===== src/rtl/lut_dm_ptr.sv =====
// Indexed DataMem pointer table with post-increment / pre-decrement lookups.
// One-cycle registered lookup, same-cycle writes override the pointer update.
module lut_dm_ptr #(
  parameter int IDX_W  = 3,
  parameter int ADDR_W = 10,
  parameter int BASE   = 64,
  parameter int STRIDE = 1
) (
  input  logic              Clk,
  input  logic              Reset,
  input  logic              RdEn,
  input  logic [IDX_W-1:0]  Addr,
  input  logic [1:0]        Mode,
  input  logic              WrEn,
  input  logic [IDX_W-1:0]  WrIdx,
  input  logic [ADDR_W-1:0] WrData,
  output logic [ADDR_W-1:0] Target,
  output logic              Valid
);

  localparam int DEPTH = 1 << IDX_W;

  typedef enum logic [1:0] {
    M_PLAIN = 2'b00,
    M_POST  = 2'b01,
    M_PRE   = 2'b10,
    M_RSVD  = 2'b11
  } mode_t;

  logic [ADDR_W-1:0] tbl [DEPTH];
  logic [ADDR_W-1:0] cur;
  logic [ADDR_W-1:0] nxt;
  logic [ADDR_W-1:0] res;
  mode_t             mode;

  function automatic logic [ADDR_W-1:0] rst_val(input int i);
    return ADDR_W'(BASE + i * STRIDE);
  endfunction

  assign mode = mode_t'(Mode);
  assign cur  = tbl[Addr];

  always_comb begin
    nxt = cur;
    res = cur;
    unique case (mode)
      M_POST: nxt = cur + ADDR_W'(1);
      M_PRE: begin
        nxt = cur - ADDR_W'(1);
        res = cur - ADDR_W'(1);
      end
      default: begin
        nxt = cur;
        res = cur;
      end
    endcase
  end

  // Write takes precedence over the lookup's pointer update on the same entry.
  always_ff @(posedge Clk) begin
    if (Reset) begin
      for (int i = 0; i < DEPTH; i++) begin
        tbl[i] <= rst_val(i);
      end
      Target <= '0;
      Valid  <= 1'b0;
    end else begin
      Valid <= RdEn;
      if (RdEn) begin
        Target <= res;
      end
      for (int i = 0; i < DEPTH; i++) begin
        if (WrEn && WrIdx == IDX_W'(i)) begin
          tbl[i] <= WrData;
        end else if (RdEn && Addr == IDX_W'(i)) begin
          tbl[i] <= nxt;
        end
      end
    end
  end

endmodule


===== config.mk =====
export PLATFORM = sky130hd
export DESIGN_NAME = lut_dm_ptr
export DESIGN_NICKNAME = d
export VERILOG_FILES = /design/src/rtl/lut_dm_ptr.sv
export SDC_FILE = /design/constraint.sdc
export NUM_CORES = 1
export LEC_CHECK = 0
export CORE_MARGIN = 2
export CORE_UTILIZATION = 38
export DETAILED_ROUTE_END_ITERATION = 7
export GPL_ROUTABILITY_DRIVEN = 0
export HOLD_SLACK_MARGIN = 0.06
export PLACE_DENSITY = 0.61
export SLEW_MARGIN = 20
export SYNTH_ARGS = -nofsm -noshare
export SYNTH_HDL_FRONTEND = slang
export SYNTH_SLANG_ARGS = --single-unit
export TNS_END_PERCENT = 50

===== constraint.sdc =====
create_clock -name Clk -period 8.7 [get_ports Clk]
set_input_delay 1.74 -clock Clk [delete_from_list [all_inputs] [get_ports Clk]]
set_output_delay 1.74 -clock Clk [all_outputs]
set_load 0.02 [all_outputs]

==> reports/metrics.cfg, run 1 <==
[cells_and_area]
fillers=1318
final_cell_mix=80 x edfxtp_1, 52 x nand2_1, 38 x nor2_1
final_common_cell=edfxtp_1
seq_area_mm2=0.00262
multiInputGateArea_mm2=0.00258
drive_above_1_share_pct=13.2
area_delta_synth_final_pct=14.5
num_antenna_cells=0
final_nets=537
stdcell_count=694
fin_area_mm2=0.00616
final_core_util_pct=44.4

[placed_design]
pre_cts_slack_ns=2.67
dp_hpwl_um=10100
postPlaceCellArea_mm2=0.00587
numPortBuffers=32
dp.cells=678

[clock_network]
cts_hold_buffers=0
clkSinkCount=91
clock_latency_ns=0.35
clock-root-buffer=clkbuf_16
cts_setup_buffers=0
cts.repair.resized=0
clkTransAtPathRegs_ns=0.06
clockBufferDepth=2
cts.htree.levels=3
numCtsBuffers=9
tritoncts=done

[synthesis]
syn_inst=481
yosys.cell_types.count=59
synth_nets=508
yosysSeqAreaShare_pct=48.7
synth-edff-count=80
synth_area_mm2=0.00538
synthFlopType=edfxtp_1
yosys_register_bits=91
ys_warn_count=0
postSynthAreaPerCell_um2=11.2
ys_async_sr_fraction_pct=0

[floorplanning]
die-area_mm2=0.0151
dieWidth_um=123
initial_utilization_pct=38.8
die_height_um=123
ios=33
row_count=43
core-area_mm2=0.0139

[timing]
rsz0062_at_grt=false
finalCritPeriodShare_pct=64.3
fmax_mhz=179
setup_slack_ns=3.11
slew_violations=0
fin_skew_ns=0.00762
setup_violations=0
slew_headroom_pct=27.0
finalCriticalPeriod_ns=5.59
worst_pin_slew_ns=1.09
holdWs_ns=0.482
final.setup.tns_ns=0
finalHoldViolCount=0

[power]
intPower_uw=799
switching_share_pct=27.6
clockPowerShare_pct=35.6
vdd_ir_drop_max_mv=0.0950
pwr-share-comb_pct=18.1
seqPwrFrac_pct=46.3
finalPower_mw=1.10
power-per-cell-area_mw_per_mm2=179
power_switching_uw=304
p_leak_nw=2.15

[global_routing]
grt-ovfl-total=0
grtUsageTotal_pct=20.1
grt_max_degree=45
antenna_found_initial=0
grt_pass1_wl_um=22300
grt_pass1_vias=3853

[setup_path]
rr_endpoint=tbl[2][8]
path_class=in -> reg
worstPathArrival_ns=5.65
required_ns=8.76
critPathLaunchType=input port
r2r_start=tbl[3][0]
rr_worst_depth=8
worstSetupEndpointType=flop
r2r_slack_ns=5.40
path_max_fanout=23

[flow_run]
cap_violations=0

[detailed_routing]
ant_nets=0
dr.first_iter.drc_count=397
first_pass_iters=5
avgViaCountPerCell=5.88
drc=0
route.vias.total=4084
drt_wl_total_um=14600
wl_per_cell_um=21.1

[worst_hold_path]
whs_path_depth=2
holdCritStartpoint=Target[9]
hold_path.class=reg -> reg
hold_path_end=Target[9]

[status]
status=completed

[kinds of logic after synthesis]
kind of cell / Yosys count / synth area share [%]
AOI/OAI and AO/OA: 112 / 14.0
buffers and inverters: 36 / 3.65
adders and majority gates: 5 / 1.16
DFF: 91 / 48.7
and+or+nand+nor: 171 / 15.8
xor gates and xnor gates: 8 / 1.30
muxes: 58 / 15.3
[synth_stat cells (2+ instances only)]
cell type | number | share of area, %
ha_1 | 5 | 1.2
buf_4 | 2 | 0.28
clkbuf_1 | 16 | 1.1
xnor2_1 | 5 | 0.81
or2_2 | 4 | 0.46
o21ai_1 | 2 | 0.19
or4_1 | 2 | 0.28
mux2i_1 | 22 | 4.1
xor2_1 | 3 | 0.49
nand4b_1 | 2 | 0.33
a22oi_1 | 3 | 0.42
a22o_1 | 23 | 3.7
nor3_1 | 21 | 2.0
o22ai_1 | 6 | 0.70
o21ai_0 | 33 | 3.1
a211oi_1 | 6 | 0.84
buf_12 | 2 | 0.74
mux2_4 | 2 | 0.56
inv_1 | 9 | 0.63
nor2_1 | 38 | 2.6
nor2b_1 | 8 | 0.93
mux4_1 | 12 | 5.9
nand2_1 | 52 | 3.6
nand2b_1 | 11 | 1.3
a21oi_1 | 26 | 2.4
nand3_1 | 3 | 0.28
buf_1 | 2 | 0.14
mux2_2 | 19 | 4.0
nor4_1 | 6 | 0.70
buf_6 | 2 | 0.42
buf_2 | 2 | 0.19
or3_1 | 14 | 1.6
dfxtp_1 | 11 | 4.1
mux2_1 | 2 | 0.42
a222oi_1 | 2 | 0.37
edfxtp_1 | 80 | 45
[power groups by stage]
stage / logic [mW] / clock network, mW / registers (mW)
floorplan: 0.126 / 0 / 0.523
global route: 0.216 / 0.413 / 0.513
finish: 0.200 / 0.393 / 0.511
detailed placement: 0.197 / 0 / 0.521
global placement: 0.193 / 0 / 0.519
CTS: 0.198 / 0.397 / 0.511
[layout make-up]
class                   instances  area share, %
clock inverters                 6           1.06
well taps                     180           3.65
repair buffers                 45           6.70
inverters                       9          0.548
flip-flops and latches         91           42.5
clock buffers                   9           3.65
multi-input cells             354           41.8
[how the worst max path moves through the flow]
stage | startpoint | end | slack, ns | cells after the start
after floorplan | Addr[0] | tbl[5][6] | 4.17 | 8
after global placement | Addr[1] | tbl[5][6] | 2.82 | 10
after detailed placement | Addr[1] | tbl[4][6] | 2.67 | 10
after CTS | Addr[1] | tbl[4][6] | 3.01 | 10
after global routing | Addr[1] | tbl[3][8] | 2.79 | 11
final | Addr[1] | tbl[2][8] | 3.11 | 11
[critical path, cell delays in order]
cell	delay, ns
clkdlybuf4s50_1	1.19
nand2_1	0.40
o22ai_1	0.40
nor2_1	0.15
inv_1	0.10
ha_1	0.24
and4_4	0.27
nand2_1	0.07
mux2i_1	0.13
a221oi_2	0.71
o21ai_0	0.23
[registers in the layout, indices dropped and copies added (netlist names)]
name	count
tbl	80
Target	10
Valid	1
[routing by layer]
layer	GRT usage (%)	vias to the layer above	part of all wire (%)
met1	28.4	1970	45
li1	-	1907	-
met3	3.46	28	6.9
met2	30.7	179	46
met4	7.88	0	2.2
met5	0	-	0
Power figures use the tool's default switching activity.
==> run 2: changes to the inputs <==
Settings changed: PLACE_DENSITY 0.61 to 0.63.
Clock period 8.7 ns to 4.55 ns, I/O delays scaled along.
==> run 2 against run 1 <==
Core utilization rose by 0.78 points. Flip-flop and latch count unchanged. Register-to-register slack got worse by 3.8 ns. Critical endpoint is now tbl[5][6]. Sequential share of layout area fell by 0.73 points. Die area unchanged. First-iteration DRC count shrank 16%. Clock-buffer cell count up 2. Combinational power grew 96%. Non-clock buffer count up 13. Global-route usage decreased by 1.3 points. Hold slack better by 0.0011 ns. Cell area grew 1.7%.
==> reports/metrics.cfg, run 2 (same netlist as run 1, synthesis figures left out) <==
[status]
status=completed  ; unchanged

[global_routing]
grt_pass1_wl_um=21100  ; was 22,300 um
grt_max_degree=44  ; was 45
grt-ovfl-total=0  ; unchanged
grtUsageTotal_pct=18.8  ; was 20.1%
antenna_found_initial=0  ; unchanged
grt_pass1_vias=3832  ; was 3,853

[floorplanning]
row_count=43  ; unchanged
ios=33  ; unchanged
core-area_mm2=0.0139  ; unchanged
die-area_mm2=0.0151  ; unchanged
dieWidth_um=123  ; unchanged
initial_utilization_pct=38.8  ; unchanged
die_height_um=123  ; unchanged

[setup_path]
crit_buf_inv=4  ; was 2
required_ns=4.62  ; was 8.76 ns
r2r_slack_ns=1.59  ; was 5.40 ns
critPathTopFamily=buffers and inverters  ; was compound AO/OA/AOI/OAI gates
cpPeakStageDelay_ns=0.50  ; was 1.19 ns
worstPathArrival_ns=4.02  ; was 5.65 ns
worstSetupEndpointType=flop  ; unchanged
path_max_fanout=30  ; was 23
path_class=in -> reg  ; unchanged
cp_cell_sequence=clkdlybuf4s50_1, buf_12, mux2_2, o22ai_1, nor2_1, inv_1, ha_1, and4_4, mux2_1, a222oi_1, buf_4, a21oi_1  ; was clkdlybuf4s50_1, nand2_1, o22ai_1, nor2_1, inv_1, ha_1, and4_4, nand2_1, mux2i_1, a221oi_2, o21ai_0
cpMaxStageDelayCell=clkdlybuf4s50_1  ; unchanged
critPathLaunchType=input port  ; unchanged

[timing]
rsz0062_at_grt=false  ; unchanged
worst_pin_slew_ns=0.728  ; was 1.09 ns
finalCriticalPeriod_ns=3.95
final.setup.tns_ns=0  ; unchanged
finalCritPeriodShare_pct=86.8
setup_violations=0  ; unchanged
finalHoldViolCount=0  ; unchanged
slew_headroom_pct=51.1  ; was 27.0%
fmax_mhz=253
slew_violations=0  ; unchanged
fin_skew_ns=0.0100  ; was 0.00762 ns
holdWs_ns=0.483  ; was 0.482 ns

[detailed_routing]
route.vias.total=4052  ; was 4,084
dr.first_iter.drc_count=335  ; was 397
drc=0  ; unchanged
drt_wl_total_um=13400  ; was 14,600 um
ant_nets=0  ; unchanged
wl_per_cell_um=19.0  ; was 21.1 um
avgViaCountPerCell=5.72  ; was 5.88
first_pass_iters=5  ; unchanged

[clock_network]
clock_latency_ns=0.35  ; about the same
cts.repair.resized=0  ; unchanged
cts.htree.levels=3  ; unchanged
clock-root-buffer=clkbuf_16  ; unchanged
cts_hold_buffers=0  ; unchanged
numCtsBuffers=9  ; unchanged
cts_setup_buffers=0  ; unchanged
tritoncts=done  ; unchanged
clockBufferDepth=2  ; unchanged
clkSinkCount=91  ; unchanged
clkTransAtPathRegs_ns=0.06  ; about the same

[cells_and_area]
reg_top3=tbl x80, Target x10, Valid x1  ; unchanged
largest_reg_flops=80  ; unchanged
drive_above_1_share_pct=15.2  ; was 13.2%
largest_register=tbl  ; unchanged
final_cell_mix=80 x edfxtp_1, 52 x nand2_1, 38 x nor2_1  ; unchanged
num_antenna_cells=0  ; unchanged
fillers=1313  ; was 1,318
final_common_cell=edfxtp_1  ; unchanged
final_nets=550  ; was 537
area_delta_synth_final_pct=16.5  ; was 14.5%
fin_area_mm2=0.00627  ; was 0.00616 mm^2

[placed_design]
numPortBuffers=32  ; unchanged
dp_hpwl_um=9710  ; was 10,100 um
postPlaceCellArea_mm2=0.00600  ; was 0.00587 mm^2

[flow_run]
cap_violations=0  ; unchanged

[power]
vdd_ir_drop_max_mv=0.231  ; was 0.0950 mV
p_leak_nw=2.21  ; was 2.15 nW
power-per-cell-area_mw_per_mm2=330  ; was 179 mW/mm^2
finalPower_mw=2.07  ; was 1.10 mW

[worst_hold_path]
hold_path.class=reg -> reg  ; unchanged

==> run 2: cell count changes in the layout (fill, tap and decap cells not counted), sizes merged <==
cell      delta
buf         +14
bufinv       -1
clkbuf       +1
clkinvlp     +1
inv          -1
==> run 2: area by class of cell <==
cell class / count / area, um^2 / share of cell area [%]
Multi-Input combinational cell: 354 / 2580 / 41.1
Timing Repair Buffer: 58 / 541 / 8.62
Clock buffer: 11 / 233 / 3.71
Clock inverter: 5 / 37.5 / 0.599
Inverter: 9 / 33.8 / 0.539
Tap cell: 180 / 225 / 3.59
Sequential cell: 91 / 2620 / 41.8
==> run 2: where the power goes <==
group          switching (mW)  internal, mW
clock                   0.326         0.373
sequential             0.0141         0.963
combinational           0.235         0.157
==> run 2: path summary, 6_finish.rpt <==
path / start / to / cells past startpoint
max reg2reg: tbl[5][0] / tbl[5][6] / 8
max: Addr[2] / tbl[5][6] / 12
min: Target[9] / Target[9] / 2
min reg2reg: Target[9] / Target[9] / 2
==> run 2: routing by layer <==
layer | wire [um] | vias to the layer above | share of wire (%) | global-route usage [%]
li1 | - | 1937 | - | -
met1 | 6030 | 1964 | 45 | 25.9
met2 | 6250 | 131 | 47 | 29.1
met3 | 904 | 20 | 6.7 | 4.84
met4 | 241 | 0 | 1.8 | 5.82
met5 | 0 | - | 0 | 0
==> run 2: metrics by stage <==
stage                     cells  util [%]  setup WS [ns]
final                       708      45.2          0.600
after global routing        708      45.2          0.454
after CTS                   708      45.1          0.600
after detailed placement    692      43.2          0.228
after global placement      692      43.2          0.307
after floorplan             481         -          0.847
==> run 2: tightest hold or removal path: cells and delay by family (launching register included) <==
kind             cells  cell delay (ns)
AND/OR/NAND/NOR      1             0.06
AO/OA/AOI/OAI        1             0.06
flip-flops           1             0.31
